## config.mk

```make
export PLATFORM = sky130hd
export DESIGN_NAME = order_match
export DESIGN_NICKNAME = d
export VERILOG_FILES = /design/src/rtl/order_match.sv
export SDC_FILE = /design/constraint.sdc
export NUM_CORES = 1
export LEC_CHECK = 0
export ABC_AREA = 1
export ABC_CLOCK_PERIOD_IN_PS = 13150
export BUFFER_PORTS_ARGS = -buffer_cell sky130_fd_sc_hd__clkbuf_2
export CAP_MARGIN = 20
export CELL_PAD_IN_SITES_DETAIL_PLACEMENT = 1
export CELL_PAD_IN_SITES_GLOBAL_PLACEMENT = 1
export CORE_ASPECT_RATIO = 0.7
export CORE_MARGIN = 3
export CORE_UTILIZATION = 33
export CTS_BUF_LIST = sky130_fd_sc_hd__clkbuf_8
export CTS_CLUSTER_SIZE = 10
export DETAILED_ROUTE_END_ITERATION = 6
export GPL_TIMING_DRIVEN = 0
export PLACE_DENSITY = 0.65
export SYNTH_ARGS = -nofsm -noshare
export SYNTH_HDL_FRONTEND = slang
export SYNTH_SLANG_ARGS = --single-unit
```

## constraint.sdc

```tcl
create_clock -name clk -period 13.15 [get_ports clk]
set_clock_uncertainty 0.15 [all_clocks]
set_input_delay 3.945 -clock clk [delete_from_list [all_inputs] [get_ports clk]]
set_output_delay 3.945 -clock clk [all_outputs]
set_load 0.01 [all_outputs]
```

## src/rtl/order_match.sv

```systemverilog
`default_nettype none
// +----------------------------------------------------------------------+
// | order_match : one-level bid/ask book with a single-trade matcher       |
// | Rev 1.0                                                                |
// +----------------------------------------------------------------------+
module order_match (
  input  logic       clk,
  input  logic       reset,
  input  logic       order_valid,
  output logic       order_ready,
  input  logic       order_side,
  input  logic [7:0] order_price,
  input  logic [7:0] order_qty,
  output logic [7:0] buy_price,
  output logic [7:0] sell_price,
  output logic [7:0] buy_qty,
  output logic [7:0] sell_qty,
  output logic       match_signal,
  output logic [7:0] match_price,
  output logic [7:0] match_qty,
  output logic [15:0] match_count,
  output logic       reject
);

  localparam logic [7:0] NO_BID = 8'h00;
  localparam logic [7:0] NO_ASK = 8'hFF;

  typedef enum logic [0:0] {IDLE = 1'b0, EVAL = 1'b1} state_t;
  state_t r_state, w_next_state;

  logic       r_side;
  logic [7:0] r_price, r_qty;

  logic       w_illegal, w_cross, w_better;
  logic [7:0] w_rest_price, w_rest_qty, w_own_price, w_own_qty;
  logic [7:0] w_trade_qty, w_rest_left, w_rem;
  logic [8:0] w_sum;
  logic [7:0] w_own_price_n, w_own_qty_n, w_rest_price_n, w_rest_qty_n;

  always_ff @(posedge clk or posedge reset) begin
    if (reset) r_state <= IDLE;
    else       r_state <= w_next_state;
  end

  always_comb begin
    w_next_state = r_state;
    order_ready  = 1'b0;
    case (r_state)
      IDLE: begin
        order_ready = 1'b1;
        if (order_valid) w_next_state = EVAL;
      end
      EVAL:    w_next_state = IDLE;
      default: w_next_state = IDLE;
    endcase
  end

  // "rest" is the opposite side the order may trade against; "own" is where a remainder lands
  always_comb begin
    w_illegal    = (r_qty == 8'd0) || (!r_side && r_price == NO_BID) || (r_side && r_price == NO_ASK);
    w_rest_price = r_side ? buy_price  : sell_price;
    w_rest_qty   = r_side ? buy_qty    : sell_qty;
    w_own_price  = r_side ? sell_price : buy_price;
    w_own_qty    = r_side ? sell_qty   : buy_qty;
    w_cross      = !w_illegal && (w_rest_qty != 8'd0) &&
                   (r_side ? (r_price <= w_rest_price) : (r_price >= w_rest_price));
    w_trade_qty  = 8'd0;
    if (w_cross) w_trade_qty = (r_qty < w_rest_qty) ? r_qty : w_rest_qty;
    w_rest_left  = w_rest_qty - w_trade_qty;
    w_rem        = r_qty - w_trade_qty;
    w_better     = r_side ? (r_price < w_own_price) : (r_price > w_own_price);
    w_sum        = {1'b0, w_own_qty} + {1'b0, w_rem};

    w_own_price_n = w_own_price;
    w_own_qty_n   = w_own_qty;
    if (w_rem != 8'd0) begin
      if (w_own_qty == 8'd0 || w_better) begin
        w_own_price_n = r_price;
        w_own_qty_n   = w_rem;
      end else if (r_price == w_own_price) begin
        w_own_qty_n = w_sum[8] ? 8'hFF : w_sum[7:0];
      end
    end

    w_rest_price_n = w_rest_price;
    w_rest_qty_n   = w_rest_left;
    if (w_rest_left == 8'd0) w_rest_price_n = r_side ? NO_BID : NO_ASK;
  end

  always_ff @(posedge clk or posedge reset) begin
    if (reset) begin
      r_side       <= 1'b0;
      r_price      <= 8'd0;
      r_qty        <= 8'd0;
      buy_price    <= NO_BID;
      buy_qty      <= 8'd0;
      sell_price   <= NO_ASK;
      sell_qty     <= 8'd0;
      match_signal <= 1'b0;
      match_price  <= 8'd0;
      match_qty    <= 8'd0;
      match_count  <= 16'd0;
      reject       <= 1'b0;
    end else begin
      match_signal <= 1'b0;
      reject       <= 1'b0;
      if (r_state == IDLE && order_valid) begin
        r_side  <= order_side;
        r_price <= order_price;
        r_qty   <= order_qty;
      end
      if (r_state == EVAL) begin
        if (w_illegal) begin
          reject <= 1'b1;
        end else begin
          if (r_side) begin
            buy_price  <= w_rest_price_n;
            buy_qty    <= w_rest_qty_n;
            sell_price <= w_own_price_n;
            sell_qty   <= w_own_qty_n;
          end else begin
            buy_price  <= w_own_price_n;
            buy_qty    <= w_own_qty_n;
            sell_price <= w_rest_price_n;
            sell_qty   <= w_rest_qty_n;
          end
          if (w_cross) begin
            match_signal <= 1'b1;
            match_price  <= w_rest_price;
            match_qty    <= w_trade_qty;
            match_count  <= match_count + 16'd1;
          end
        end
      end
    end
  end

endmodule
`default_nettype wire
```

==> run summary <==
======================================================================================
Run status                                                                   completed
Setup repair after global routing missed its margin                                 no
Upper clock frequency limit                                                    140 MHz
Number of antenna violations at the first check in global routing                    0
Hold buffer count at cts                                                             0
Number of flops mapped to enable cells by yosys                                      0
Via count                                                                         6135
Count of endpoints failing hold in the final timing report                           0
Final HPWL from detailed placement                                             17.9 mm
Crit Path Category                                                             reg2reg
Final hold slack                                                              0.333 ns
Fillcell total                                                                    2399
Max incr delay on CP                                                           0.51 ns
Number of vias per cell                                                           5.10
Final ANT Viol Nets                                                                  0
Starting density of the core                                                     0.345
Total of max-cap violations                                                          0
Clock period minus final worst setup slack                                     7.12 ns
Library cell appearing most often on the critical path                    sky130_fd_sc_hd__nand2_1
Gate family responsible for the most delay along the worst path           simple AND/OR/NAND/NOR gates
Routed Wire Length                                                             22.0 mm
Worst path bufs/invs                                                                 8
Critical Path RT                                                              13.28 ns
Count of port buffers added during placement                                        86
Post-route clock period utilization                                              0.541
Die Footprint                                                                21000 µm²
Setup total negative slack                                                        0 ns
Critical Path Sink Type                                                      flip-flop
Number of distinct standard cells referenced by the synthesized netlist             51
Startpoint type of the worst setup path                                      flip-flop
Via count of the first global-routing pass                                        6201
Max Fanout on Critical Path                                                         10
Setup bufs post-CTS                                                                  0
Cell taking the most area after synthesis                                 sky130_fd_sc_hd__dfrtp_1
Power per cell area                                                         275 nW/µm²
Final weighted congestion of routability-driven global placement                 0.867
Worst skew pair latency                                                        0.38 ns
Vertical die dimension                                                          122 µm
Static power due to leakage                                                    3.89 nW
Area of the core region                                                      18500 µm²
Library cell contributing the largest single delay on the critical path   sky130_fd_sc_hd__dfrtp_1
Clock tree from TritonCTS                                                        built
Synth async-reset ratio                                                           1.00
Number of cells produced by synthesis                                              864
Top-Level Pins                                                                      87
Sequential element share of the synthesized area                                 0.332
Root Buffer                                                               sky130_fd_sc_hd__clkbuf_8
Hold Crit Class                                                                reg2reg
Clock slew at the register clock pins of the worst setup and hold paths        0.10 ns
Pin count of the biggest net entering global routing                                63
Antenna cell count                                                                   0
Clock tree buffer depth                                                              2
Post-synth top area share                                                        0.299
Total Power                                                                  0.00201 W
DIE WIDTH                                                                       172 µm
Slew HR                                                                          0.366
Post-CTS resize count                                                                0
Top cells by area in the synthesized netlist                              sky130_fd_sc_hd__dfrtp_1, sky130_fd_sc_hd__nand2_1, sky130_fd_sc_hd__ha_1
Net Count, Synth                                                                   933
H-tree levels                                                                        3
Routed length per placed instance                                              18.3 µm
Setup violators final                                                                0
Yosys synthesis warning count                                                        0
Arrival time worst endpoint                                                    7.25 ns
Drt initial violations                                                             454
Dominant register cell in the synthesized netlist                         sky130_fd_sc_hd__dfrtp_1
Fraction of layout cells with a size suffix above 1                              0.184
Cell area after technology mapping                                            6370 µm²
Worst voltage drop across the vdd grid                                         82.7 µV
Grt total ovfl                                                                       0
Area growth from synthesis to final layout                                       14.7%
Clk sinks                                                                           84
CTS Buf Count                                                                        9
FF+latch count, synth                                                               84
DRC                                                                                  0
Drt first pass iters                                                                 5
Wire length of the first global-routing pass                                   35.5 mm
Standard-cell row count                                                             41
Synthesized area divided by synthesized cell count                            7.37 µm²
Total routing resource utilization after global routing                          0.219
Total number of nets in the final design                                          1031
Transition at the pin with the smallest max-transition slack                  0.941 ns
Max-slew violation count                                                             0
======================================================================================
## synthesized netlist by cell type (9+ instances only)
library cell	instances
sky130_fd_sc_hd__a21oi_1	36
sky130_fd_sc_hd__a22oi_1	13
sky130_fd_sc_hd__buf_2	10
sky130_fd_sc_hd__clkbuf_1	9
sky130_fd_sc_hd__dfrtp_1	76
sky130_fd_sc_hd__ha_1	46
sky130_fd_sc_hd__inv_1	100
sky130_fd_sc_hd__nand2_1	251
sky130_fd_sc_hd__nand3_1	45
sky130_fd_sc_hd__nand4_1	14
sky130_fd_sc_hd__nor2_1	45
sky130_fd_sc_hd__nor3_1	12
sky130_fd_sc_hd__o21ai_0	64
sky130_fd_sc_hd__o21ai_1	13
sky130_fd_sc_hd__xnor2_1	10
sky130_fd_sc_hd__xor2_1	19
## placed cells by master, fill, tap and decap left out, drive strengths merged, types with 7 or more instances in the layout
cell    count
nor2       52
nand3      51
ha         46
a21oi      36
nor3       13
xor2       19
or2         9
xnor2      10
nand2     262
a22oi      13
clkbuf    104
dfstp       8
buf        21
nand4      16
o21ai      84
inv       109
dfrtp      76
o211ai      7
## where the power goes
group / switching, W / internal, W / leakage [nW]
clock: 0.000115 / 0.0000714 / 0.0881
combinational: 0.000905 / 0.000478 / 2.74
sequential: 0.0000899 / 0.000347 / 1.06
## final timing paths
kind	cells past startpoint	to	startpoint	slack (ns)
setup / recovery	36	sell_qty[6]	r_side	6.03
hold / removal	2	reject	r_state	0.33
setup reg to reg	36	sell_qty[6]	r_side	6.03
hold reg to reg	2	reject	r_state	0.33
max in group asynchronous	3	sell_price[1]	reset	8.87
min in group asynchronous	2	buy_price[0]	reset	3.35
## cells by family (layout without fill, tap and decap cells)
logic type / count (synthesis) / after routing / share of synthesized area
xor gates and xnor gates: 29 / 29 / 0.0399
AOI/OAI and AO/OA: 160 / 160 / 0.146
DFF: 84 / 84 / 0.332
buffers and inverters: 135 / 238 / 0.0929
adders and majority gates: 49 / 49 / 0.0998
and+or+nand+nor: 407 / 407 / 0.290
## through the flow
| step | setup WS (ns) | std cells | util | area, µm² |
|---|---|---|---|---|
| after floorplan | 6.90 | 864 | - | 6370 |
| after global placement | 5.73 | 1186 | 0.384 | 7090 |
| after detailed placement | 6.19 | 1187 | 0.386 | 7120 |
| after CTS | 6.13 | 1203 | 0.396 | 7310 |
| after global routing | 5.39 | 1203 | 0.396 | 7310 |
| final | 6.03 | 1203 | 0.396 | 7310 |
## routing by layer
metal / track usage / wire, µm
met3: 0.0377 / 1220
met5: 0 / 0
met1: 0.360 / 12100
met4: 0.0344 / 148
met2: 0.300 / 8550
## state kept, by name (all words and copies together), names as in the netlist, 8 cells and up
register and count:
r_qty 8, match_qty 8, match_count 16, buy_price 8, sell_price 8, match_price 8
sell_qty 8, r_price 8, buy_qty 8
## area by class of cell
type                    count  area, µm²  share of cell area
clock inverters             7       57.6             0.00788
well taps                 236        295              0.0404
repair buffers             87        458              0.0627
plain buffers              29        189              0.0259
multi-input cells         645       3660               0.502
inverters                 106        405              0.0555
flip-flops and latches     84       2110               0.289
clock buffers               9        124              0.0170
## tightest hold or removal path: stages (launching register included)
cell	delay [ns]
sky130_fd_sc_hd__dfrtp_1	0.35
sky130_fd_sc_hd__nand2_1	0.06
sky130_fd_sc_hd__inv_1	0.05
(Power assumes the default switching activity.)
